--- config.mk ---
export PLATFORM = sky130hd
export DESIGN_NAME = mem_port_arbiter
export DESIGN_NICKNAME = d
export VERILOG_FILES = /design/src/rtl/mem_arb_pkg.sv /design/src/rtl/mem_arb_starve_ctr.sv /design/src/rtl/mem_port_arbiter.sv
export SDC_FILE = /design/constraint.sdc
export NUM_CORES = 1
export LEC_CHECK = 0
export CAP_MARGIN = 30
export CORE_MARGIN = 2
export CORE_UTILIZATION = 45
export CTS_BUF_LIST = sky130_fd_sc_hd__clkbuf_2 sky130_fd_sc_hd__clkbuf_4 sky130_fd_sc_hd__clkbuf_8
export DETAILED_ROUTE_END_ITERATION = 8
export GPL_TIMING_DRIVEN = 0
export PLACE_DENSITY = 0.93
export SYNTH_ARGS = -nofsm -noshare
export SYNTH_HDL_FRONTEND = slang
export SYNTH_SLANG_ARGS = --single-unit
--- constraint.sdc ---
create_clock -name Clk -period 4.35 [get_ports Clk]
set_clock_uncertainty 0.1 [all_clocks]
set_input_delay 0.435 -clock Clk [delete_from_list [all_inputs] [get_ports Clk]]
set_output_delay 0.435 -clock Clk [all_outputs]
set_load 0.02 [all_outputs]
--- src/rtl/mem_arb_pkg.sv ---
// Shared encodings for the unified-memory port arbiter: FSM states, owner codes
// and the priority rule used when fetch and data requests collide.
package mem_arb_pkg;

  localparam logic [1:0] IDLE  = 2'd0;
  localparam logic [1:0] ISSUE = 2'd1;
  localparam logic [1:0] DONE  = 2'd2;

  localparam logic OWN_IF = 1'b0;
  localparam logic OWN_DM = 1'b1;

  // Wide enough for the largest supported starvation limit (15).
  localparam int CNT_W = 4;

  // DM wins unless IF is also waiting and has been passed over too often.
  function automatic logic pick_dm(input logic if_req, input logic dm_req,
                                   input logic at_limit);
    return dm_req & ~(if_req & at_limit);
  endfunction

endpackage

--- src/rtl/mem_arb_starve_ctr.sv ---
// Saturating count of consecutive DM grants taken while IF was waiting.
// at_limit tells the arbiter that the next collision must go to IF.
module mem_arb_starve_ctr
  import mem_arb_pkg::*;
#(
  parameter int LIM = 4
) (
  input  logic Clk,
  input  logic Reset,
  input  logic inc,
  input  logic clr,
  output logic at_limit
);

  localparam logic [CNT_W-1:0] LIM_C = CNT_W'(LIM);

  logic [CNT_W-1:0] cnt;

  always_ff @(posedge Clk or negedge Reset) begin
    if (!Reset) begin
      cnt <= '0;
    end else if (clr) begin
      cnt <= '0;
    end else if (inc && (cnt < LIM_C)) begin
      cnt <= cnt + 1'b1;
    end
  end

  assign at_limit = (cnt >= LIM_C);

endmodule

--- src/rtl/mem_port_arbiter.sv ---
// Arbiter sharing one single-ported memory between fetch (IF) and data (DM).
// Optional ARB_STATS_EN adds a Conflict_Cnt output counting IDLE-cycle collisions.
//
// state | meaning
// IDLE  | no access in flight; pick a winner and latch its request
// ISSUE | Mem_Req held with latched fields until Mem_Ready
// DONE  | one-cycle ack to the owner; requests ignored
module mem_port_arbiter
  import mem_arb_pkg::*;
#(
  parameter int AW         = 32,
  parameter int DW         = 32,
  parameter int STARVE_LIM = 4
) (
  input  logic          Clk,
  input  logic          Reset,
  input  logic          IF_Req,
  input  logic [AW-1:0] IF_Addr,
  output logic          IF_Ack,
  output logic [DW-1:0] IF_RData,
  input  logic          DM_Req,
  input  logic          DM_We,
  input  logic [AW-1:0] DM_Addr,
  input  logic [DW-1:0] DM_WData,
  output logic          DM_Ack,
  output logic [DW-1:0] DM_RData,
  output logic          Stall_IF,
  output logic          Stall_DM,
  output logic          Mem_Req,
  output logic          Mem_We,
  output logic [AW-1:0] Mem_Addr,
  output logic [DW-1:0] Mem_WData,
  input  logic [DW-1:0] Mem_RData,
  input  logic          Mem_Ready
`ifdef ARB_STATS_EN
  ,
  output logic [31:0]   Conflict_Cnt
`endif
);

  logic [1:0] state;
  logic       owner;
  logic       at_limit;
  logic       dm_win;
  logic       if_win;

  assign dm_win = (state == IDLE) && pick_dm(IF_Req, DM_Req, at_limit);
  assign if_win = (state == IDLE) && IF_Req && !dm_win;

  mem_arb_starve_ctr #(
    .LIM(STARVE_LIM)
  ) u_starve (
    .Clk     (Clk),
    .Reset   (Reset),
    .inc     (dm_win && IF_Req),
    .clr     (if_win),
    .at_limit(at_limit)
  );

  always_ff @(posedge Clk or negedge Reset) begin
    if (!Reset) begin
      state     <= IDLE;
      owner     <= OWN_IF;
      Mem_Req   <= 1'b0;
      Mem_We    <= 1'b0;
      Mem_Addr  <= '0;
      Mem_WData <= '0;
      IF_Ack    <= 1'b0;
      DM_Ack    <= 1'b0;
      IF_RData  <= '0;
      DM_RData  <= '0;
    end else begin
      IF_Ack <= 1'b0;
      DM_Ack <= 1'b0;
      case (state)
        IDLE: begin
          if (dm_win) begin
            owner     <= OWN_DM;
            Mem_Addr  <= DM_Addr;
            Mem_We    <= DM_We;
            Mem_WData <= DM_WData;
            Mem_Req   <= 1'b1;
            state     <= ISSUE;
          end else if (if_win) begin
            owner    <= OWN_IF;
            Mem_Addr <= IF_Addr;
            Mem_We   <= 1'b0;
            Mem_Req  <= 1'b1;
            state    <= ISSUE;
          end
        end
        ISSUE: begin
          if (Mem_Ready) begin
            Mem_Req <= 1'b0;
            Mem_We  <= 1'b0;
            if (owner == OWN_IF) begin
              IF_RData <= Mem_RData;
              IF_Ack   <= 1'b1;
            end else begin
              // Stores complete without disturbing the last load value.
              if (!Mem_We) DM_RData <= Mem_RData;
              DM_Ack <= 1'b1;
            end
            state <= DONE;
          end
        end
        DONE:    state <= IDLE;
        default: state <= IDLE;
      endcase
    end
  end

  assign Stall_IF = IF_Req && !IF_Ack;
  assign Stall_DM = DM_Req && !DM_Ack;

`ifdef ARB_STATS_EN
  always_ff @(posedge Clk or negedge Reset) begin
    if (!Reset) begin
      Conflict_Cnt <= '0;
    end else if ((state == IDLE) && IF_Req && DM_Req) begin
      Conflict_Cnt <= Conflict_Cnt + 32'd1;
    end
  end
`endif

endmodule

==> out/metrics.cfg <==
[cells_and_area]
design_area_mm2 = 0.00873
nFillCells = 768
regArea_mm2 = 0.00348
nets = 774
layout-drive-gt1-share = 0.230
final_cells = 799
syn_to_final_growth_pct = 60.3
num_antenna_cells = 0
multi_input_area_mm2 = 0.00182

[critical_path]
critical_path_class = in2out
cp-start-kind = input pin
critPathMaxFanout = 7
cp.arrival_ns = 1.82
required_ns = 3.82
worst_setup_path_end_kind = primary output

[sta]
finalCriticalPeriod_ns = 2.35
finalMaxSlewViolations = 0
tightest_slew_ns = 0.587
setup_viol = 0
fin_ws_ns = 2.00
rsz0062_at_grt = false
finalHoldViolations = 0
post-route-period-util = 0.541
max_slew_margin = 0.609
max_freq_ghz = 0.425

[yosys]
synth_area_leader_cell = dfrtp_1
synth_area_mm2 = 0.00545
yosysTopAreaCellShare = 0.638
syn_avg_cell_area_um2 = 15.5
ys_top_cells_by_area = dfrtp_1 (64%), mux2_2 (19%), a221o_1 (5.9%)
synth-seq-cells = 139
synth_nets = 486
synth.distinct_cells = 28
synth_warnings = 0
seq_area_frac_synth = 0.638
synth_cells = 351

[drt]
drt-initial-drc-count = 98
wirelength_mm = 16.0
antenna_left = 0
drc = 0
vias = 4222
drt-wirelength-per-cell_um = 20.1
viasPerCell = 5.28
dr.pass1.iters = 4

[cts]
cts_tree = yes
worstSkewPairLatency_ns = 0.44
cts.repair.resized = 0
cts_buffer_depth = 2
clock-root-buffer = clkbuf_8
post_cts_buffers = 0
cts.sink_count = 139
cts_made_buffers = 17
cts.reportedPaths.clkPinSlew_ns = 0.08
h-tree-depth = 4

[die]
core_area_mm2 = 0.0119
die_h_um = 114
ios = 268
die_width_um = 114
rows = 40
start_util = 0.457
die-area_mm2 = 0.0130

[place]
gp_congestion = 0.819
portBuffers = 267
placed_cells = 766
place_hpwl_mm = 11.9
place_ws_ns = 1.92
post_dp_cell_area_mm2 = 0.00833

[global_routing]
grt_pass1_vias = 4734
grt_max_degree = 77
antenna_found_initial = 0
grtUsageTotal = 0.254
grt_first_pass_wirelength_mm = 24.9
overflow = 0

[run_status]
status = complete, no violations

[power]
power.density_mw_per_mm2 = 777
leakagePower_nw = 3.65
ir_drop_mv = 0.545

[run]
drv_cap = 0

[hold_path]
min-delay-path-class = reg2reg

[where the power goes]
| group | internal (W) | switching (W) |
|---|---|---|
| clock | 0.000501 | 0.000506 |
| sequential | 0.00194 | 0.000365 |
| combinational | 0.00183 | 0.00165 |
[worst max-delay path, stage by stage]
cell             delay [ns]
clkdlybuf4s50_1        0.61
nor2b_1                0.17
clkdlybuf4s50_1        0.60
[final cells by class]
cell class	count	share of cell area
Sequential cell	139	0.398
Timing Repair Buffer	269	0.310
Multi-Input combinational cell	187	0.208
Clock buffer	20	0.0315
Tap cell	147	0.0211
Buffer	23	0.0162
Clock inverter	12	0.0132
Inverter	2	0.000860
[cell families after synthesis]
group | after synthesis | synth area share
fa+ha+maj | 1 | 0.00230
compound gates | 72 | 0.114
buf+inv | 25 | 0.0273
mux | 96 | 0.198
simple gates | 18 | 0.0193
flops | 139 | 0.638
[layout by cell type, fill, tap and decap left out, drive strengths merged]
cell,n
clkdlybuf4s50,266
dfrtp,139
mux2,96
a21boi,32
a221o,32
clkbuf,26
buf,19
clkinv,6
nor2,5
inv,4
nor2b,3
nand2,3
clkinvlp,3
o21ai,2
a32o,2
nand3b,1
and3,1
or3b,1
a21oi,1
or2,1
nand2b,1
and2,1
nor3,1
a21o,1
a31oi,1
a22o,1
ha,1
bufinv,1
dlygate4sd3,1
[path summary, 6_finish.rpt]
path | start | to | slack [ns] | cells after the start
max | IF_Req | Stall_IF | 2.00 | 3
min | DM_RData[6] | DM_RData[6] | 0.40 | 1
max reg2reg | state[0] | Mem_WData[27] | 2.29 | 5
min reg2reg | DM_RData[6] | DM_RData[6] | 0.40 | 1
max in group asynchronous | Reset | Mem_WData[9] | 2.89 | 3
min in group asynchronous | Reset | DM_RData[19] | 0.47 | 2
[synth_stat cells]
master    instances
buf_4             6
a21o_1            1
nand2_1           3
buf_2             8
nor2b_1           3
nand2b_1          1
nor2_1            3
a31oi_1           1
a22o_1            1
or2_2             1
nor2_2            2
a21boi_0         32
and3_1            1
inv_1             2
a21oi_2           1
dfrtp_1         139
o21ai_0           2
or3b_1            1
mux2_1            2
a221o_1          32
and2_1            1
buf_6             3
nand3b_1          1
nor3_2            1
ha_1              1
a32o_1            2
clkbuf_1          6
mux2_2           94
[per-layer routing]
| layer | global-route usage | vias to the layer above | routed length (um) |
|---|---|---|---|
| met3 | 0.112 | 40 | 1690 |
| met4 | 0.117 | 0 | 495 |
| met1 | 0.271 | 2088 | 5760 |
| met2 | 0.433 | 216 | 8100 |
| met5 | 0 | - | 0 |
| li1 | - | 1878 | - |
[registers in the layout, summed over array words and instances (netlist names)]
register and flops:
u_starve.cnt 4, Mem_Addr 32, IF_RData 32, DM_RData 32
Mem_WData 32, owner 1, Mem_We 1, IF_Ack 1
DM_Ack 1, state 2, Mem_Req 1
[metrics by stage]
stage | utilization | setup TNS [ns] | hold WS [ns] | power, W
detailed placement | 0.700 | 0 | 0.359 | 0.00578
global route | 0.733 | 0 | 0.417 | 0.00712
CTS | 0.733 | 0 | 0.402 | 0.00684
floorplan | - | 0 | 0.0394 | 0.00403
global placement | 0.697 | -319.66 | 0.368 | 0.00564
finish | 0.733 | 0 | 0.396 | 0.00678
[timing repair]
item	4_1_cts	5_1_grt
hold endpoints to repair	63	0
endpoints found under the setup margin	0	0
hold buffers	1	0
No activity file was read; power rests on OpenSTA's default activity.
